<file path="src/rtl/keccak_pkg.sv">
// -----------------------------------------------------------------------------
// keccak_pkg
// Shared constants and types for the Keccak front-end and the permutation
// neighbours: lane geometry, the final pad bit, the pad/pack state encoding
// and the (x,y) -> lane index mapping.
// -----------------------------------------------------------------------------
package keccak_pkg;

    localparam int         NUM_LANES = 25;
    localparam int         LANE_W    = 64;
    localparam logic [7:0] PAD_END   = 8'h80;

    typedef enum logic [2:0] {
        IDLE,
        DATA,
        PAD,
        ZERO,
        ZERO_CAP
    } state_e;

    // Lane index within the 5x5 state, x running fastest.
    function automatic logic [4:0] lane_index(input logic [2:0] x, input logic [2:0] y);
        logic [4:0] idx;
        idx = 5'(5 * int'(y) + int'(x));
        return idx;
    endfunction

endpackage

</file>
<file path="src/rtl/keccak_pad_pack_lane_obuf.sv">
// -----------------------------------------------------------------------------
// lane_obuf
// One-entry registered output stage with valid/stop handshake. A new lane is
// captured whenever the entry is empty or being drained in the same cycle;
// while pushout_o && stopout_i the held lane and its flags stay frozen.
//
// Ports
//   clk, rst      clock, asynchronous active-high reset
//   load_i        offer a lane this cycle
//   data_i        lane payload
//   first_i       lane-0-of-block flag travelling with the lane
//   last_i        final-lane-of-message flag travelling with the lane
//   stopout_i     downstream back-pressure
//   can_load_o    an offered lane is taken this cycle
//   pushout_o     entry valid
//   dout_o        held lane
//   firstout_o    held first flag
//   lastout_o     held last flag
// -----------------------------------------------------------------------------
module lane_obuf
    import keccak_pkg::*;
#(
    parameter int W = LANE_W
) (
    input  logic         clk,
    input  logic         rst,
    input  logic         load_i,
    input  logic [W-1:0] data_i,
    input  logic         first_i,
    input  logic         last_i,
    input  logic         stopout_i,
    output logic         can_load_o,
    output logic         pushout_o,
    output logic [W-1:0] dout_o,
    output logic         firstout_o,
    output logic         lastout_o
);

    logic         vld_q;
    logic [W-1:0] data_q;
    logic         first_q;
    logic         last_q;

    // Empty, or the current occupant leaves at this edge.
    assign can_load_o = !vld_q || !stopout_i;

    always_ff @(posedge clk or posedge rst) begin
        if (rst) begin
            vld_q   <= 1'b0;
            data_q  <= '0;
            first_q <= 1'b0;
            last_q  <= 1'b0;
        end else if (load_i && can_load_o) begin
            vld_q   <= 1'b1;
            data_q  <= data_i;
            first_q <= first_i;
            last_q  <= last_i;
        end else if (!stopout_i) begin
            vld_q   <= 1'b0;
        end
    end

    assign pushout_o  = vld_q;
    assign dout_o     = data_q;
    assign firstout_o = first_q;
    assign lastout_o  = last_q;

endmodule

</file>
<file path="src/rtl/keccak_pad_pack.sv">
// -----------------------------------------------------------------------------
// keccak_pad_pack
// Byte-serial SHA-3 front end. Packs message bytes little-endian into 64-bit
// lanes, applies domain padding (PAD_BYTE ... 0x80) at a rate of RATE_LANES
// lanes, and emits every block as 25 lanes in x-fastest order with zero
// capacity lanes.
//
// Ports
//   clk, rst   clock, asynchronous active-high reset
//   pushin     input byte valid
//   stopin     back-pressure to upstream (combinational)
//   firstin    first byte of a message (qualified by pushin)
//   lastin     last byte of a message (qualified by pushin)
//   din        message byte
//   pushout    lane valid
//   stopout    downstream back-pressure
//   firstout   lane 0 of every block
//   lastout    lane 24 of the final block of a message
//   dout       lane data
// -----------------------------------------------------------------------------
module keccak_pad_pack
    import keccak_pkg::*;
#(
    parameter int         RATE_LANES = 17,
    parameter logic [7:0] PAD_BYTE   = 8'h06
) (
    input  logic              clk,
    input  logic              rst,
    input  logic              pushin,
    output logic              stopin,
    input  logic              firstin,
    input  logic              lastin,
    input  logic [7:0]        din,
    output logic              pushout,
    input  logic              stopout,
    output logic              firstout,
    output logic              lastout,
    output logic [LANE_W-1:0] dout
);

    localparam logic [4:0] RATE_LAST = 5'(RATE_LANES - 1);
    localparam logic [4:0] LAST_LANE = lane_index(3'd4, 3'd4);

    state_e            state_q, state_d;
    logic [2:0]        bc_q, bc_d;
    logic [4:0]        lc_q, lc_d;
    logic [LANE_W-1:0] acc_q, acc_d;
    // Message ended exactly on a rate boundary: after this block's capacity
    // lanes, a whole padding-only block still has to follow.
    logic              pend_q, pend_d;

    logic              busy;
    logic              accept;
    logic              can_load;
    logic              ld;
    logic [LANE_W-1:0] ld_data;
    logic              ld_first;
    logic              ld_last;
    logic [LANE_W-1:0] byte_lane;
    logic [LANE_W-1:0] pad_lane;

    assign busy   = (state_q == PAD) || (state_q == ZERO) || (state_q == ZERO_CAP);
    // In DATA this also guarantees the buffer can take a lane completed by
    // the accepted byte.
    assign stopin = busy || (pushout && stopout);
    assign accept = pushin && !stopin;

    // Accumulator with the incoming byte merged at position bc.
    always_comb begin
        byte_lane = acc_q;
        byte_lane[{bc_q, 3'b000} +: 8] = din;
    end

    // Partial lane closed with the domain byte; bytes above bc are already
    // zero in the accumulator. On the last rate lane the end bit lands in
    // byte 7, merging with the domain byte when both share that byte.
    always_comb begin
        pad_lane = acc_q | (LANE_W'(PAD_BYTE) << {bc_q, 3'b000});
        if (lc_q == RATE_LAST) begin
            pad_lane[LANE_W-1 -: 8] = pad_lane[LANE_W-1 -: 8] | PAD_END;
        end
    end

    always_comb begin
        state_d  = state_q;
        bc_d     = bc_q;
        lc_d     = lc_q;
        acc_d    = acc_q;
        pend_d   = pend_q;
        ld       = 1'b0;
        ld_data  = '0;
        ld_first = (lc_q == 5'd0);
        ld_last  = 1'b0;

        case (state_q)
            IDLE: begin
                // Bytes outside a message are discarded.
                if (accept && firstin) begin
                    acc_d   = {{(LANE_W-8){1'b0}}, din};
                    bc_d    = 3'd1;
                    lc_d    = 5'd0;
                    pend_d  = 1'b0;
                    state_d = lastin ? PAD : DATA;
                end
            end

            DATA: begin
                if (accept) begin
                    if (bc_q == 3'd7) begin
                        ld      = 1'b1;
                        ld_data = byte_lane;
                        acc_d   = '0;
                        bc_d    = 3'd0;
                        lc_d    = lc_q + 5'd1;
                        if (lc_q == RATE_LAST) begin
                            state_d = ZERO_CAP;
                            pend_d  = lastin;
                        end else if (lastin) begin
                            state_d = PAD;
                        end
                    end else begin
                        acc_d = byte_lane;
                        bc_d  = bc_q + 3'd1;
                        if (lastin) begin
                            state_d = PAD;
                        end
                    end
                end
            end

            PAD: begin
                ld      = 1'b1;
                ld_data = pad_lane;
                if (can_load) begin
                    acc_d   = '0;
                    bc_d    = 3'd0;
                    lc_d    = lc_q + 5'd1;
                    state_d = ZERO;
                end
            end

            ZERO: begin
                ld      = 1'b1;
                ld_data = (lc_q == RATE_LAST) ? {PAD_END, {(LANE_W-8){1'b0}}} : '0;
                ld_last = (lc_q == LAST_LANE);
                if (can_load) begin
                    if (lc_q == LAST_LANE) begin
                        lc_d    = 5'd0;
                        state_d = IDLE;
                    end else begin
                        lc_d = lc_q + 5'd1;
                    end
                end
            end

            ZERO_CAP: begin
                ld      = 1'b1;
                ld_data = '0;
                if (can_load) begin
                    if (lc_q == LAST_LANE) begin
                        lc_d    = 5'd0;
                        pend_d  = 1'b0;
                        // PAD then starts a fresh block at lane 0, byte 0.
                        state_d = pend_q ? PAD : DATA;
                    end else begin
                        lc_d = lc_q + 5'd1;
                    end
                end
            end

            default: begin
                state_d = IDLE;
            end
        endcase
    end

    always_ff @(posedge clk or posedge rst) begin
        if (rst) begin
            state_q <= IDLE;
            bc_q    <= 3'd0;
            lc_q    <= 5'd0;
            acc_q   <= '0;
            pend_q  <= 1'b0;
        end else begin
            state_q <= state_d;
            bc_q    <= bc_d;
            lc_q    <= lc_d;
            acc_q   <= acc_d;
            pend_q  <= pend_d;
        end
    end

    lane_obuf #(
        .W (LANE_W)
    ) u_obuf (
        .clk        (clk),
        .rst        (rst),
        .load_i     (ld),
        .data_i     (ld_data),
        .first_i    (ld_first),
        .last_i     (ld_last),
        .stopout_i  (stopout),
        .can_load_o (can_load),
        .pushout_o  (pushout),
        .dout_o     (dout),
        .firstout_o (firstout),
        .lastout_o  (lastout)
    );

endmodule

</file>
<file path="config.mk">
export PLATFORM = sky130hd
export DESIGN_NAME = keccak_pad_pack
export DESIGN_NICKNAME = d
export VERILOG_FILES = /design/src/rtl/keccak_pkg.sv /design/src/rtl/keccak_pad_pack_lane_obuf.sv /design/src/rtl/keccak_pad_pack.sv
export SDC_FILE = /design/constraint.sdc
export NUM_CORES = 1
export LEC_CHECK = 0
export ABC_AREA = 1
export CORE_MARGIN = 1.5
export CORE_UTILIZATION = 55
export DETAILED_ROUTE_END_ITERATION = 7
export GPL_TIMING_DRIVEN = 0
export PLACE_DENSITY = 0.77
export RECOVER_POWER = 50
export SLEW_MARGIN = 20
export SYNTH_ARGS = -nofsm -noshare
export SYNTH_HDL_FRONTEND = slang
export SYNTH_SLANG_ARGS = --single-unit
</file>
<file path="constraint.sdc">
create_clock -name clk -period 6 [get_ports clk]
set_input_delay 0.9 -clock clk [delete_from_list [all_inputs] [get_ports clk]]
set_output_delay 0.9 -clock clk [all_outputs]
set_load 0.02 [all_outputs]
</file>
After elaboration in Yosys (flattened, before gate mapping)
Cells that the tools add are included.
Widths: inputs -> output; s select.
{"block": "word_totals", "regBits": 143, "word_cells": 105}
{"block": "classes", "addsub": 3, "eq_ne": 18, "n_shift": 3, "muxes": 49, "n_bitwise": 1, "n_reduce_logical": 22}
{"cell": "$mux 64", "n": 7}
{"cell": "$pmux 64 s3", "n": 2}
{"cell": "$bwmux 64", "n": 1}
{"cell": "$or 64x64->64", "n": 1}
{"cell": "$shift 8x8->64 const A", "n": 1}
{"cell": "$shiftx 8x8->64", "n": 1}
{"cell": "$shl 3x6->64 const A", "n": 1}
{"cell": "$mux 3", "n": 14}
{"cell": "$mux 5", "n": 6}
{"cell": "$pmux 5 s4", "n": 1}
{"cell": "$pmux 3 s5", "n": 1}
{"cell": "$ne 2x1->1 const B", "n": 7}
{"cell": "$reduce_and 7->1", "n": 2}
{"cell": "$mux 1", "n": 11}
{"cell": "$eq 5x5->1 const B", "n": 2}
{"cell": "$pmux 3 s3", "n": 1}
{"cell": "$mux 8", "n": 1}
{"cell": "$ne 2x2->1 const B", "n": 4}
{"cell": "$neg 6->8", "n": 1}
{"cell": "$eq 3x2->1 const B", "n": 2}
{"cell": "$eq 3x3->1 const B", "n": 2}
{"cell": "$reduce_and 6->1", "n": 1}
{"cell": "$reduce_bool 3->1", "n": 2}
{"cell": "$add 5x1->5 const B", "n": 1}
{"cell": "14 further kinds", "n": 23}

Longest topological paths before layout
{"block": "logic_depth", "depth_word": 10, "depth_mapped": 13}

By module
From an unflattened synthesis, not the netlist that was laid out.
{"block": "hier_totals", "cells_unflattened": 1281, "area_unflattened_um2": 8678.3}
{"module": "keccak_pad_pack", "instances": 1, "cells_each": 991, "area_each_um2": 6043.3, "seq_area_each_um2": 1901.8}
{"module": "lane_obuf", "instances": 1, "cells_each": 290, "area_each_um2": 2635.0, "seq_area_each_um2": 1676.6}

Worst setup path before layout
Ideal clock, no wire load.
{"block": "synth_path", "path_kind": "register to register", "start": "register bc_q[0]", "end": "register u_obuf.data_q[45] (netlist: u_obuf.dout_o[45])", "setup_time_ns": 0.117, "arrival_ns": 2.138, "t_required_ns": 5.883, "path_slack_ns": 3.745, "path_stages_with_launch": 14, "period_less_slack_ns": 2.255, "cell_sequence": "dfrtp_1 > inv_1 > ha_1 > ha_1 > inv_1 > clkbuf_1 > buf_1 > nand4_1 > nand2_1 > inv_1 > nand2_1 > o21ai_0 > nand2_1 > nand2_1"}
{"block": "synth_between", "elab_chain_cells": 6}
{"item": "from (decl)", "line": "keccak_pad_pack.sv:45", "text": "logic [2:0] bc_q, bc_d;"}
{"item": "from (signal assigned)", "line": "keccak_pad_pack.sv:180", "text": "bc_q <= 3'd0;"}
{"item": "from (signal assigned)", "line": "keccak_pad_pack.sv:186", "text": "bc_q <= bc_d;"}
{"item": "$neg 6->8", "line": "keccak_pad_pack.sv:71", "text": "byte_lane[{bc_q, 3'b000} +: 8] = din;"}
{"item": "$shiftx 8x8->64 / $shift 8x8->64 (equally long branches)", "line": "keccak_pad_pack.sv:71"}
{"item": "$bwmux 64", "line": "keccak_pad_pack.sv:71"}
{"item": "$mux 64", "line": "keccak_pad_pack.sv:109", "text": "if (bc_q == 3'd7) begin"}
{"item": "$mux 64", "line": "keccak_pad_pack.sv:108", "text": "if (accept) begin"}
{"item": "$pmux 64 s3", "line": "keccak_pad_pack.sv:95", "text": "case (state_q)"}
{"item": "to (signal assigned)", "line": "keccak_pad_pack_lane_obuf.sv:55", "text": "data_q <= data_i;"}
{"item": "to (decl)", "line": "keccak_pad_pack_lane_obuf.sv:40", "text": "logic [W-1:0] data_q;"}
Parallel ways exist; a longest one is shown, timed or not.
A chain may end at the register's enable or synchronous reset.

Worst setup path in the final report
{"block": "layout_path", "start": "input stopout", "end": "output stopin"}
{"block": "layout_between", "elab_chain_cells": 2}
{"item": "from (decl)", "line": "keccak_pad_pack.sv:35", "text": "input logic stopout,"}
{"item": "$logic_and 1x1->1", "line": "keccak_pad_pack.sv:65", "text": "assign stopin = busy || (pushout && stopout);"}
{"item": "$logic_or 1x1->1", "line": "keccak_pad_pack.sv:65"}
{"item": "to (decl)", "line": "keccak_pad_pack.sv:30", "text": "output logic stopin,"}
No other way between the ends.

==> summary.md <==
| Metric | Value |
|---|---|
| CTS clk-pin slew, worst paths | around 0.060 ns |
| Global Route met1 Usage | a little under half |
| Sequential cell area fraction in the yosys report | 41.11% |
| Register area | 0.003578 sq mm |
| Hold Crit Class | reg2reg |
| Slowest CP cell | clkdlybuf4s50_1 |
| Status | finished, violations left |
| Worst hold slack | 0.4693 ns |
| Maxcap violations | 1 |
| Critical path's top delay family | buffers and inverters |
| Initial core utilization | 56.84% |
| Top cells by count, synth | nand2_1, dfrtp_1, inv_1 |
| Slew Limit Fails | 44 |
| Area taken by multi-input logic gates | 0.004228 sq mm |
| Largest net degree at the start of global routing | between 100 and 150 |
| Reg-to-reg startpoint | bc_q[0]$_DFFE_PP0P_ |
| Setup Skew | slightly below 0.009 ns |
| Yosys Warn Count | 0 |
| Final RePlAce weighted congestion | between 0.9 and 1 |
| Gr ovfl total | 0 |
| Critical Path AT | between 2 and 2.5 ns |
| P&R area growth vs syn | 19.33% |
| Port Buffers | 81 |
| First-pass GRT wire length | 43,300 um |
| DRC | 0 |
| Period minus WS final | 3.225 ns |
| Layer with the highest usage | met2 |
| Die Ht | about 130 um |
| Leak Pwr | around 5.8 nW |
| Die area | approximately 0.017 sq mm |
| Largest cells by area after synthesis | dfrtp_1, nand2_1, nand4_1, inv_1, nand3_1 |
| Pwr per Cell Area | 479.5 mW/mm^2 |
| Die W | around 130 um |
| Area share of the largest cell type after synthesis | a little over 40% |
| Post-DP HPWL | 18,680 um |
| Slew @ Worst Pin | just under 2 ns |
| Clock Root Buffer | clkbuf_16 |
| CP Launch Point | stopout |
| Most used cell, CP | clkdlybuf4s50_1 |
| Worst VDD drop | 280.1 uV |
| FMAX | roughly 310 MHz |
| Final TNS setup | 0 ns |
| Critical Path RT | approximately 5 ns |
| Vias per inst | approximately 5.6 |
| Setup CP Type | in2out |
| Avg WL per Cell | ~16 um |
| Worst slew margin relative to its limit | -31.35% |
| Routed Antenna Nets | 0 |
| Num CTS Buffers | 17 |
| GR Util met2 | 51.81% |
| Register bit count reported by yosys | between 100 and 150 |
| Final Util | between 60% and 70% |
| Resized Gates After CTS | 0 |
| H-tree levels | 4 |
| Post-synth EDFFs | 0 |
| Number of post-CTS setup repair buffers | 0 |
| Top cell type by total area after synthesis | dfrtp_1 |
| IO Pins | a little over 80 |
| Final Total Pwr | about 0.005 W |
| Crit share post-route | between 50% and 60% |
| Fillers | roughly 1,400 |
| Sink Count | between 100 and 150 |
| Final setup viols | 0 |
| CP cell instances | clkdlybuf4s50_1 -> nand2_1 -> nand3_1 -> clkdlybuf4s50_1 |
| Layout cell share with drive strength beyond 1 | between 5 and 6% |
| Final hold vios | 0 |
| Primary FF master, synth | dfrtp_1 |
| TritonCTS clock tree | built |
| Syn_area_per_cell | ~6.7 sq um |
| Failing checks | max-capacitance violations, max-slew violations |
| Met3 Track Usage GR | 8.067% |
| RSZ-0062 raised after global routing | no |
| Netlist cell types | 28 |
| Initial antenna violation count | 0 |
| Post-Syn Nets | 1,330 |
| Most frequent cell after synthesis | nand2_1 |
| Hold wc startpoint | u_obuf.dout_o[53]$_DFFE_PP0P_ |
| Buf+Inv Stages, Crit Path | 2 |
| Post-DP Area | between 0.009 and 0.01 sq mm |
| Max FO, Critical Path | 8 |
| Total GRT Usage | 33.92% |
| Worst-Skew Late Latency | ~0.44 ns |
| Cell Rows | 45 |
| Initial DRC count | around 1,000 |
| Vias | a little over 9,000 |
| DRT Pass-1 Iters | 6 |
| Nets | about 1,400 |
| CTS max path bufs | 2 |
| Number of global-route vias before repair | 8,417 |
| Core region area | between 0.015 and 0.02 sq mm |
| Launching element type of the critical path | input pin |
| CP peak stage delay | 0.61 ns |
| Cell area after synthesis | 0.008705 sq mm |
| Diode count | 0 |
| Post-layout instance area | ~0.010 sq mm |
| Cells after Synth | around 1,300 |
| Ys async rst share | 100.0% |
| Routed WL | between 20,000 and 30,000 um |
| Setup crit end kind | output port |
| Cts hold-fix bufs | 0 |
where the power goes:
group	internal, W	switching, W
Sequential	0.00114	0.000120
Combinational	0.000702	0.00196
Clock	0.000626	0.000423
Total	0.00247	0.00251
routing by layer:
layer / vias to the layer above / share of wire (%)
met4: 0 / 4.2
met1: 4192 / 42
li1: 4369 / -
met3: 85 / 9.2
met5: - / 0
met2: 474 / 45
registers in the layout, indices dropped and copies added, names as in the netlist:
register	cells
u_obuf.pushout_o	1
acc_q	64
bc_q	3
u_obuf.firstout_o	1
pend_q	1
u_obuf.dout_o	64
state_q	3
lc_q	5
u_obuf.lastout_o	1
metrics by stage:
step	setup slack, ns	std cells
5_1_grt	2.707	1630
3_3_place_gp	-0.8509	1597
2_1_floorplan	1.262	1305
6_report	2.775	1630
3_5_place_dp	2.766	1598
4_1_cts	2.767	1630
cells in the final DEF, fill, tap and decap left out, types with 5 or more instances in the layout:
cell type	Yosys	layout
dfrtp_1	143	143
a21oi_1	17	17
dlygate4sd3_1	0	35
buf_2	13	13
clkbuf_1	45	47
nand4_1	124	124
inv_1	125	124
buf_4	17	17
clkdlybuf4s50_1	0	46
ha_1	11	11
clkbuf_16	0	17
clkbuf_8	0	5
nor2_1	86	86
nand3_1	77	77
nand2_1	571	571
o21ai_0	46	46
logic make-up after synthesis:
family / count (synthesis) / synth area share [%]
AOI/OAI and AO/OA: 70 / 4.240
xor gates and xnor gates: 3 / 0.3019
adders and majority gates: 11 / 1.581
buffers and inverters: 212 / 10.32
DFF: 143 / 41.11
and+or+nand+nor: 866 / 42.45
layout make-up:
| class | count | share of cell area, % |
|---|---|---|
| plain buffers | 82 | 3.951 |
| clock buffers | 24 | 4.830 |
| clock inverters | 8 | 0.7468 |
| inverters | 130 | 4.710 |
| multi-input cells | 950 | 40.70 |
| flip-flops and latches | 143 | 34.45 |
| well taps | 211 | 2.542 |
| repair buffers | 82 | 8.070 |
worst reg2reg max path: cells and delay by family, from the launching register on:
family	cells	cell delay, ns
adder cells (fa/ha/maj)	2	0.59
AND/OR/NAND/NOR	2	0.35
AO/OA/AOI/OAI	2	0.32
flip-flops	1	0.50
buffers and inverters	5	1.28
final timing paths:
check	to	slack [ns]	cells past startpoint
worst max-delay path	stopin	2.78	4
worst min-delay path	u_obuf.dout_o[53]$_DFFE_PP0P_	0.47	2
worst max register to register	u_obuf.dout_o[41]$_DFFE_PP0P_	2.85	11
worst min register to register	u_obuf.dout_o[53]$_DFFE_PP0P_	0.47	2
max in group asynchronous	acc_q[41]$_DFFE_PP0P_	3.38	3
min in group asynchronous	acc_q[13]$_DFFE_PP0P_	1.42	2
No activity file was read; power rests on OpenSTA's default activity.
